File: config.mk
export PLATFORM = sky130hd
export DESIGN_NAME = axi_spi_if
export DESIGN_NICKNAME = d
export VERILOG_FILES = /design/src/rtl/axi_spi_pkg.sv /design/src/rtl/axi_spi_if_engine.sv /design/src/rtl/axi_spi_if.sv
export SDC_FILE = /design/constraint.sdc
export NUM_CORES = 1
export LEC_CHECK = 0
export CORE_MARGIN = 3
export CORE_UTILIZATION = 42
export DETAILED_ROUTE_END_ITERATION = 16
export PLACE_DENSITY = 0.87
export SETUP_SLACK_MARGIN = 0.15
export SLEW_MARGIN = 25
export SYNTH_ARGS = -nofsm -noshare
export SYNTH_HDL_FRONTEND = slang
export SYNTH_SLANG_ARGS = --single-unit
File: constraint.sdc
create_clock -name clk_i -period 2.1 [get_ports clk_i]
set_input_delay 0.63 -clock clk_i [delete_from_list [all_inputs] [get_ports clk_i]]
set_output_delay 0.63 -clock clk_i [all_outputs]
set_load 0.02 [all_outputs]
File: src/rtl/axi_spi_pkg.sv
`default_nettype none
// ============================================================================
//  Module      : axi_spi_pkg
//  Description : Register indices, response codes, CONTROL/STATUS field
//                positions and engine state encoding for axi_spi_if.
//  Revision    : 1.0 - initial release
// ============================================================================
package axi_spi_pkg;

    localparam int c_addr_w = 28;

    localparam logic [c_addr_w-1:0] c_idx_control = 28'd0;
    localparam logic [c_addr_w-1:0] c_idx_trans   = 28'd1;
    localparam logic [c_addr_w-1:0] c_idx_status  = 28'd2;
    localparam logic [c_addr_w-1:0] c_idx_txdata  = 28'd3;
    localparam logic [c_addr_w-1:0] c_idx_rxdata  = 28'd4;

    localparam logic [1:0] c_resp_okay   = 2'b00;
    localparam logic [1:0] c_resp_slverr = 2'b10;

    localparam int c_ctrl_en      = 1;
    localparam int c_ctrl_cpol    = 2;
    localparam int c_ctrl_cpha    = 3;
    localparam int c_ctrl_lb      = 4;
    localparam int c_ctrl_div_lsb = 8;
    localparam int c_ctrl_div_msb = 15;

    localparam int c_stat_busy = 0;
    localparam int c_stat_rxv  = 1;

    typedef enum logic [0:0] {
        ST_IDLE = 1'b0,
        ST_XFER = 1'b1
    } spi_state_e;

endpackage
`default_nettype wire

File: src/rtl/axi_spi_if_engine.sv
`default_nettype none
// ============================================================================
//  Module      : spi_shift_engine
//  Description : SPI master shifter: clock divider, MSB-first shift/sample,
//                slave select and a one-cycle done strobe.
//  Revision    : 1.0 - initial release
// ============================================================================
module spi_shift_engine
    import axi_spi_pkg::*;
#(
    parameter int NUM_SS = 4,
    parameter int DATA_W = 8
) (
    input  logic                      clk,
    input  logic                      rst,
    input  logic                      i_start,
    input  logic                      i_abort,
    input  logic [DATA_W-1:0]         i_tx_byte,
    input  logic [7:0]                i_div,
    input  logic                      i_cpol,
    input  logic                      i_cpha,
    input  logic                      i_loopback,
    input  logic [$clog2(NUM_SS)-1:0] i_ss_idx,
    input  logic                      i_miso,
    output logic                      o_busy,
    output logic                      o_done,
    output logic [DATA_W-1:0]         o_rx_byte,
    output logic                      o_sck,
    output logic                      o_mosi,
    output logic [NUM_SS-1:0]         o_ssel
);

    localparam int                    c_half_w    = $clog2(2*DATA_W);
    localparam logic [c_half_w-1:0]   c_last_half = c_half_w'(2*DATA_W-1);
    localparam int                    c_ss_w      = $clog2(NUM_SS);

    spi_state_e          state_q, state_d;
    logic [7:0]          div_q, div_d, div_cnt_q, div_cnt_d;
    logic [c_half_w-1:0] half_q, half_d;
    logic                phase_q, phase_d;
    logic                cpol_q, cpol_d, cpha_q, cpha_d, lb_q, lb_d;
    logic [c_ss_w-1:0]   ss_q, ss_d;
    logic [DATA_W-1:0]   tx_q, tx_d, rx_q, rx_d;
    logic                w_leading, w_rx_bit;

    assign w_rx_bit  = lb_q ? tx_q[DATA_W-1] : i_miso;
    assign w_leading = ~half_q[0];

    always_comb begin
        state_d   = state_q;
        div_d     = div_q;
        div_cnt_d = div_cnt_q;
        half_d    = half_q;
        phase_d   = phase_q;
        cpol_d    = cpol_q;
        cpha_d    = cpha_q;
        lb_d      = lb_q;
        ss_d      = ss_q;
        tx_d      = tx_q;
        rx_d      = rx_q;
        o_done    = 1'b0;
        case (state_q)
            ST_IDLE: begin
                if (i_start) begin
                    // Configuration is frozen here so mid-transfer writes wait
                    state_d   = ST_XFER;
                    div_d     = i_div;
                    div_cnt_d = '0;
                    half_d    = '0;
                    phase_d   = 1'b0;
                    cpol_d    = i_cpol;
                    cpha_d    = i_cpha;
                    lb_d      = i_loopback;
                    ss_d      = i_ss_idx;
                    tx_d      = i_tx_byte;
                    rx_d      = '0;
                end
            end
            ST_XFER: begin
                if (i_abort) begin
                    state_d = ST_IDLE;
                    phase_d = 1'b0;
                end else if (div_cnt_q == div_q) begin
                    div_cnt_d = '0;
                    phase_d   = ~phase_q;
                    half_d    = half_q + c_half_w'(1);
                    if (w_leading != cpha_q)
                        rx_d = {rx_q[DATA_W-2:0], w_rx_bit};
                    // With CPHA=1 the first leading edge presents the MSB already loaded
                    if ((!w_leading && !cpha_q) || (w_leading && cpha_q && half_q != '0))
                        tx_d = {tx_q[DATA_W-2:0], 1'b0};
                    if (half_q == c_last_half) begin
                        state_d = ST_IDLE;
                        phase_d = 1'b0;
                        o_done  = 1'b1;
                    end
                end else begin
                    div_cnt_d = div_cnt_q + 8'd1;
                end
            end
            default: state_d = ST_IDLE;
        endcase
    end

    always_ff @(posedge clk) begin
        if (rst) begin
            state_q   <= ST_IDLE;
            div_q     <= '0;
            div_cnt_q <= '0;
            half_q    <= '0;
            phase_q   <= 1'b0;
            cpol_q    <= 1'b0;
            cpha_q    <= 1'b0;
            lb_q      <= 1'b0;
            ss_q      <= '0;
            tx_q      <= '0;
            rx_q      <= '0;
        end else begin
            state_q   <= state_d;
            div_q     <= div_d;
            div_cnt_q <= div_cnt_d;
            half_q    <= half_d;
            phase_q   <= phase_d;
            cpol_q    <= cpol_d;
            cpha_q    <= cpha_d;
            lb_q      <= lb_d;
            ss_q      <= ss_d;
            tx_q      <= tx_d;
            rx_q      <= rx_d;
        end
    end

    assign o_busy    = (state_q == ST_XFER);
    assign o_rx_byte = rx_d;
    assign o_sck     = o_busy ? (cpol_q ^ phase_q) : i_cpol;
    assign o_mosi    = o_busy ? tx_q[DATA_W-1] : 1'b0;
    assign o_ssel    = o_busy ? ~(NUM_SS'(1) << ss_q) : '1;

endmodule
`default_nettype wire

File: src/rtl/axi_spi_if.sv
`default_nettype none
// ============================================================================
//  Module      : axi_spi_if
//  Description : AXI4-Lite register file driving a single-master SPI port.
//                Optional macro SPI_LOOPBACK_EN adds CONTROL[4] loopback.
//  Revision    : 1.0 - initial release
// ============================================================================
module axi_spi_if
    import axi_spi_pkg::*;
#(
    parameter int NUM_SS = 4,
    parameter int DATA_W = 8
) (
    input  logic                clk_i,
    input  logic                reset_i,
    input  logic                awvalid_i,
    output logic                awready_o,
    input  logic [c_addr_w-1:0] awaddr_i,
    input  logic                awprot_i,
    input  logic                wvalid_i,
    output logic                wready_o,
    input  logic [31:0]         wdata_i,
    input  logic [3:0]          wstrb_i,
    output logic                bvalid_o,
    input  logic                bready_i,
    output logic [1:0]          bresp_o,
    input  logic                arvalid_i,
    output logic                arready_o,
    input  logic [c_addr_w-1:0] araddr_i,
    input  logic [2:0]          arprot_i,
    output logic                rvalid_o,
    input  logic                rready_i,
    output logic [31:0]         rdata_o,
    output logic [1:0]          rresp_o,
    output logic [NUM_SS-1:0]   spi_ssel_o,
    output logic                spi_sck_o,
    output logic                spi_mosi_o,
    input  logic                spi_miso_i
);

    localparam int c_ss_w = $clog2(NUM_SS);

    logic              awready_q, awready_d, arready_q, arready_d;
    logic              bvalid_q, bvalid_d, rvalid_q, rvalid_d;
    logic [1:0]        bresp_q, bresp_d, rresp_q, rresp_d;
    logic [31:0]       rdata_q, rdata_d;
    logic              en_q, en_d, cpol_q, cpol_d, cpha_q, cpha_d;
    logic [7:0]        div_q, div_d;
    logic [c_ss_w-1:0] ss_q, ss_d;
    logic              rxv_q, rxv_d;
    logic [DATA_W-1:0] rxdata_q, rxdata_d, w_rx_byte;
    logic              w_wr_hs, w_rd_hs, w_wr_err, w_wr_ok, w_start, w_busy, w_done, w_lb;
    logic              w_rd_err;
    logic [31:0]       w_rd_word;
    logic              w_unused;

    assign w_unused = ^{awprot_i, arprot_i, wstrb_i, wdata_i[31:16]};

    assign w_wr_hs = awready_q && awvalid_i && wvalid_i;
    assign w_rd_hs = arready_q && arvalid_i;
    assign w_wr_ok = w_wr_hs && !w_wr_err;
    assign w_start = w_wr_ok && (awaddr_i == c_idx_txdata);

    always_comb begin
        w_wr_err = 1'b0;
        if (awaddr_i > c_idx_rxdata || awaddr_i == c_idx_status || awaddr_i == c_idx_rxdata)
            w_wr_err = 1'b1;
        else if (awaddr_i == c_idx_txdata && (w_busy || !en_q))
            w_wr_err = 1'b1;
    end

    always_comb begin
        w_rd_word = '0;
        w_rd_err  = (araddr_i > c_idx_rxdata);
        case (araddr_i)
            c_idx_control: begin
                w_rd_word[c_ctrl_en]                      = en_q;
                w_rd_word[c_ctrl_cpol]                    = cpol_q;
                w_rd_word[c_ctrl_cpha]                    = cpha_q;
                w_rd_word[c_ctrl_lb]                      = w_lb;
                w_rd_word[c_ctrl_div_msb:c_ctrl_div_lsb]  = div_q;
            end
            c_idx_trans:  w_rd_word[c_ss_w-1:0] = ss_q;
            c_idx_status: begin
                w_rd_word[c_stat_busy] = w_busy;
                w_rd_word[c_stat_rxv]  = rxv_q;
            end
            c_idx_rxdata: w_rd_word[DATA_W-1:0] = rxdata_q;
            default:      w_rd_word = '0;
        endcase
    end

    always_comb begin
        awready_d = awvalid_i && wvalid_i && !bvalid_q && !awready_q;
        arready_d = arvalid_i && !rvalid_q && !arready_q;
        bvalid_d  = bvalid_q;
        bresp_d   = bresp_q;
        rvalid_d  = rvalid_q;
        rresp_d   = rresp_q;
        rdata_d   = rdata_q;
        en_d      = en_q;
        cpol_d    = cpol_q;
        cpha_d    = cpha_q;
        div_d     = div_q;
        ss_d      = ss_q;
        rxv_d     = rxv_q;
        rxdata_d  = rxdata_q;

        if (w_wr_hs) begin
            bvalid_d = 1'b1;
            bresp_d  = w_wr_err ? c_resp_slverr : c_resp_okay;
        end else if (bvalid_q && bready_i) begin
            bvalid_d = 1'b0;
        end

        if (w_rd_hs) begin
            rvalid_d = 1'b1;
            rresp_d  = w_rd_err ? c_resp_slverr : c_resp_okay;
            rdata_d  = w_rd_err ? 32'd0 : w_rd_word;
        end else if (rvalid_q && rready_i) begin
            rvalid_d = 1'b0;
        end

        if (w_wr_ok && awaddr_i == c_idx_control) begin
            en_d   = wdata_i[c_ctrl_en];
            cpol_d = wdata_i[c_ctrl_cpol];
            cpha_d = wdata_i[c_ctrl_cpha];
            div_d  = wdata_i[c_ctrl_div_msb:c_ctrl_div_lsb];
        end
        if (w_wr_ok && awaddr_i == c_idx_trans)
            ss_d = wdata_i[c_ss_w-1:0];

        if (w_rd_hs && araddr_i == c_idx_rxdata)
            rxv_d = 1'b0;
        // A completing transfer wins over a simultaneous RXDATA read
        if (w_done) begin
            rxv_d    = 1'b1;
            rxdata_d = w_rx_byte;
        end
    end

    always_ff @(posedge clk_i) begin
        if (reset_i) begin
            awready_q <= 1'b0;
            arready_q <= 1'b0;
            bvalid_q  <= 1'b0;
            bresp_q   <= c_resp_okay;
            rvalid_q  <= 1'b0;
            rresp_q   <= c_resp_okay;
            rdata_q   <= '0;
            en_q      <= 1'b0;
            cpol_q    <= 1'b0;
            cpha_q    <= 1'b0;
            div_q     <= '0;
            ss_q      <= '0;
            rxv_q     <= 1'b0;
            rxdata_q  <= '0;
        end else begin
            awready_q <= awready_d;
            arready_q <= arready_d;
            bvalid_q  <= bvalid_d;
            bresp_q   <= bresp_d;
            rvalid_q  <= rvalid_d;
            rresp_q   <= rresp_d;
            rdata_q   <= rdata_d;
            en_q      <= en_d;
            cpol_q    <= cpol_d;
            cpha_q    <= cpha_d;
            div_q     <= div_d;
            ss_q      <= ss_d;
            rxv_q     <= rxv_d;
            rxdata_q  <= rxdata_d;
        end
    end

`ifdef SPI_LOOPBACK_EN
    logic lb_q, lb_d;
    always_comb begin
        lb_d = lb_q;
        if (w_wr_ok && awaddr_i == c_idx_control)
            lb_d = wdata_i[c_ctrl_lb];
    end
    always_ff @(posedge clk_i) begin
        if (reset_i) lb_q <= 1'b0;
        else         lb_q <= lb_d;
    end
    assign w_lb = lb_q;
`else
    assign w_lb = 1'b0;
`endif

    // Abort takes effect on the same edge that clears enable
    spi_shift_engine #(.NUM_SS(NUM_SS), .DATA_W(DATA_W)) u_engine (
        .clk        (clk_i),
        .rst        (reset_i),
        .i_start    (w_start),
        .i_abort    (!en_d),
        .i_tx_byte  (wdata_i[DATA_W-1:0]),
        .i_div      (div_q),
        .i_cpol     (cpol_q),
        .i_cpha     (cpha_q),
        .i_loopback (w_lb),
        .i_ss_idx   (ss_q),
        .i_miso     (spi_miso_i),
        .o_busy     (w_busy),
        .o_done     (w_done),
        .o_rx_byte  (w_rx_byte),
        .o_sck      (spi_sck_o),
        .o_mosi     (spi_mosi_o),
        .o_ssel     (spi_ssel_o)
    );

    assign awready_o = awready_q;
    assign wready_o  = awready_q;
    assign arready_o = arready_q;
    assign bvalid_o  = bvalid_q;
    assign bresp_o   = bresp_q;
    assign rvalid_o  = rvalid_q;
    assign rresp_o   = rresp_q;
    assign rdata_o   = rdata_q;

endmodule
`default_nettype wire

==> flow_metrics.py <==
metrics = {
    "worst_hold_path": {
        "hold_end": "awready_o",
        "hold_depth": 1,
        "hold_class": "reg2reg",
        "min-delay-start": "bvalid_o",
    },
    "cts": {
        "cts_tree": "yes",
        "clockRootBuffer": "clkbuf_8",
        "cts_buffer_depth": 2,
        "cts_buffers": 9,
        "clk_pin_slew_ns": 0.09,
        "clk_latency_ns": 0.36,
        "cts_sinks": 86,
        "htree_levels": 3,
    },
    "worst_setup_path": {
        "r2r_end": "u_engine.tx_q[1]",
        "crit_fanout": 8,
        "worst_ep_arrival_time_ns": 2.26,
        "r2r_slack_ns": 0.18,
        "crit_path_start_kind": "input pin",
        "cp.required_ns": 2.39,
        "worstSetupEndpointType": "register",
        "reg2reg_from": "u_engine.o_busy",
        "worst-setup-path-type": "in2reg",
        "rr_worst_depth": 8,
    },
    "sta": {
        "period_minus_slack_ns": 1.98,
        "setup_violations": 0,
        "worst_slew_pin_slew_ns": 0.518,
        "skew_ns": 0.00608,
        "slew_headroom_pct": 65.3,
        "fmax_mhz": 506,
        "finalMaxSlewViolations": 0,
        "fin_ws_ns": 0.123,
        "fin_crit_sh_pct": 94.1,
        "hold_violations": 0,
        "rsz0062_at_grt": "yes",
    },
    "flow_run": {
        "max-cap-violations": 0,
    },
    "die": {
        "core_sq_um": 10400,
        "num_rows": 37,
        "dieArea_sq_um": 11900,
        "start_util_pct": 43.2,
        "pin_count": 151,
        "die_w_microns": 109,
        "die_y_microns": 109,
    },
    "synth": {
        "synth_seq_area_share_pct": 38.4,
        "netlist_top_cells_area": "dfxtp_1 38%, nand2_1 7.0%, mux2i_1 4.7%, nand3_1 4.6%, a21oi_1 3.7%",
        "ys_async_sr_fraction_pct": 0,
        "synth_edf_count": 0,
        "yosys_warnings": 0,
        "synthFlopType": "dfxtp_1",
        "syn_area_sq_um": 4480,
        "synth_area_leader_cell": "dfxtp_1",
        "synth_seq_cells": 86,
        "avgSynthCellArea_sq_um": 8.65,
        "netlist.area_leader.share_pct": 38.4,
        "ys_types": 62,
        "netlist_instances": 518,
    },
    "detailed_routing": {
        "drtAntennaViolNets": 0,
        "drc": 0,
        "vias": 4535,
        "drtIter0Drc": 391,
        "wire_per_inst_microns": 16.7,
        "vias_per_cell": 5.65,
        "dr.pass1.iters": 5,
        "drt-total-wl_microns": 13400,
    },
    "global_routing": {
        "grt_usage_pct": 20.8,
        "gr-total-overflow": 0,
        "antenna_found_initial": 0,
        "grt_pass1_vias": 4488,
        "grt_max_degree": 60,
        "grt_first_pass_wirelength_microns": 20000,
    },
    "power_and_ir_drop": {
        "power.leakage_nw": 2.61,
        "p_total_mw": 3.15,
        "ir_drop_v": 0.000338,
        "power_density_nw_per_um2": 486,
    },
    "finish": {
        "areaGrowthSynthToFinish_pct": 44.6,
        "diodes": 0,
        "nets": 771,
        "final_area_sq_um": 6480,
        "post-route-util_pct": 62.5,
        "layout-drive-gt1-share_pct": 25.5,
    },
    "run_status": {
        "outcome": "completed",
    },
    "placed_design": {
        "portBuffers": 108,
        "gp_congestion": 0.835,
        "placed_area_sq_um": 5960,
        "dp_slack_ns": -0.618,
        "dpl.hpwl_microns": 9360,
    },
}
-- final cells by class --
cell class	instances	area, sq um
sequential	86	1720
inverter	18	67.6
tap	136	170
clock buffer	9	124
fill	830	3890
clock inverter	7	80.1
timing repair buffer	166	1550
multi-input combinational	381	2760
-- per-layer routing --
layer	routed length [microns]	vias to the layer above	global-route usage, %
li1	-	2139	-
met2	6740	242	37.0
met5	0	-	0
met3	1330	38	5.05
met1	5070	2116	24.6
met4	304	0	6.32
-- how the worst max path moves through the flow --
| stage | cells past startpoint | end | from | slack [ns] |
|---|---|---|---|---|
| global route | 8 | u_engine.tx_q[1] | awaddr_i[7] | 0.05 |
| floorplan | 6 | u_engine.rx_q[0] | awaddr_i[16] | 0.06 |
| global placement | 6 | rxdata_q[6] | awaddr_i[16] | -0.56 |
| finish | 8 | u_engine.tx_q[1] | awaddr_i[8] | 0.12 |
| detailed placement | 7 | u_engine.rx_q[3] | awaddr_i[16] | -0.62 |
| CTS | 8 | u_engine.tx_q[1] | awaddr_i[7] | 0.13 |
-- cells by family (layout without fill, tap and decap cells) --
kind of cell / Yosys count / count (layout) / share of synthesized area (%)
compound gates: 113 / 114 / 17.9
xor+xnor: 9 / 9 / 1.76
fa+ha+maj: 5 / 5 / 1.40
buf+inv: 69 / 200 / 8.24
flops: 86 / 86 / 38.4
mux: 27 / 27 / 6.20
other cells: 1 / 18 / 0.0837
simple gates: 208 / 208 / 26.0
-- state kept, by name (all words and copies together) (netlist names), 2 cells and up --
signal and flops:
u_engine.div_cnt_q 8, u_engine.ss_q 2, u_engine.half_q 4, rdata_o 16
ss_q 2, div_q 8, u_engine.div_q 8, rxdata_q 8
u_engine.tx_q 8, u_engine.rx_q 8
-- layout by cell type, fill, tap and decap left out, drive strengths merged, types with 3 or more instances in the layout --
master | netlist | layout
a22oi | 18 | 18
o32ai | 9 | 9
nor2 | 22 | 22
xnor2 | 9 | 9
a31o | 7 | 7
dlymetal6s2s | 0 | 13
dlygate4sd2 | 0 | 42
nor4 | 20 | 20
nor3 | 4 | 4
and4 | 5 | 5
o31ai | 3 | 3
o21ai | 5 | 5
mux2i | 21 | 21
and3 | 6 | 6
or3 | 6 | 6
a211oi | 3 | 3
nand3 | 42 | 42
a2bb2oi | 4 | 4
a21boi | 3 | 3
nand2 | 83 | 83
clkdlybuf4s15 | 0 | 3
a21oi | 33 | 33
inv | 17 | 20
clkdlybuf4s50 | 0 | 28
buf | 35 | 75
and2 | 3 | 3
a31oi | 9 | 9
ha | 5 | 5
mux2 | 6 | 6
clkbuf | 16 | 14
dfxtp | 86 | 86
o311ai | 8 | 8
nand4 | 6 | 6
conb | 1 | 18
-- power breakdown --
group / internal, mW / total (mW) / leakage [nW] / switching (mW)
clock network: 0.564 / 1.21 / 0.0968 / 0.642
logic: 0.149 / 0.305 / 1.82 / 0.156
registers: 1.63 / 1.64 / 0.694 / 0.00361
total: 2.35 / 3.15 / 2.61 / 0.801
-- what timing repair did --
action	CTS	global route
resized for setup	150	57
pin swaps	31	20
gates cloned	1	2
hold buffers	0	0
setup endpoints to repair	107	69
buffers inserted	5	4
-- worst max-delay path: stages --
cell     delay (ns)
buf_2          0.11
nor4_4         0.36
nand4_4        0.16
buf_6          0.17
o31ai_4        0.26
a211o_1        0.21
buf_12         0.14
mux2i_2        0.21
-- metrics by stage --
step           setup TNS [ns]  hold slack, ns  cells
6_report                    0           0.457    803
5_1_grt                     0           0.487    803
4_1_cts                     0           0.461    797
3_5_place_dp           -38.58           0.452    775
3_3_place_gp           -35.09           0.431    775
2_1_floorplan               0           0.433    535
-- cell usage after synthesis, types with 7 or more instances --
master	count
a21oi_1	33
a22oi_1	18
a31o_2	7
a31oi_1	9
buf_2	7
buf_4	21
clkbuf_1	16
dfxtp_1	86
inv_1	16
mux2i_1	21
nand2_1	83
nand3_1	41
nor2_1	22
nor4_1	11
nor4_4	7
o311ai_1	8
o32ai_1	9
xnor2_1	9
Power figures use the tool's default switching activity.
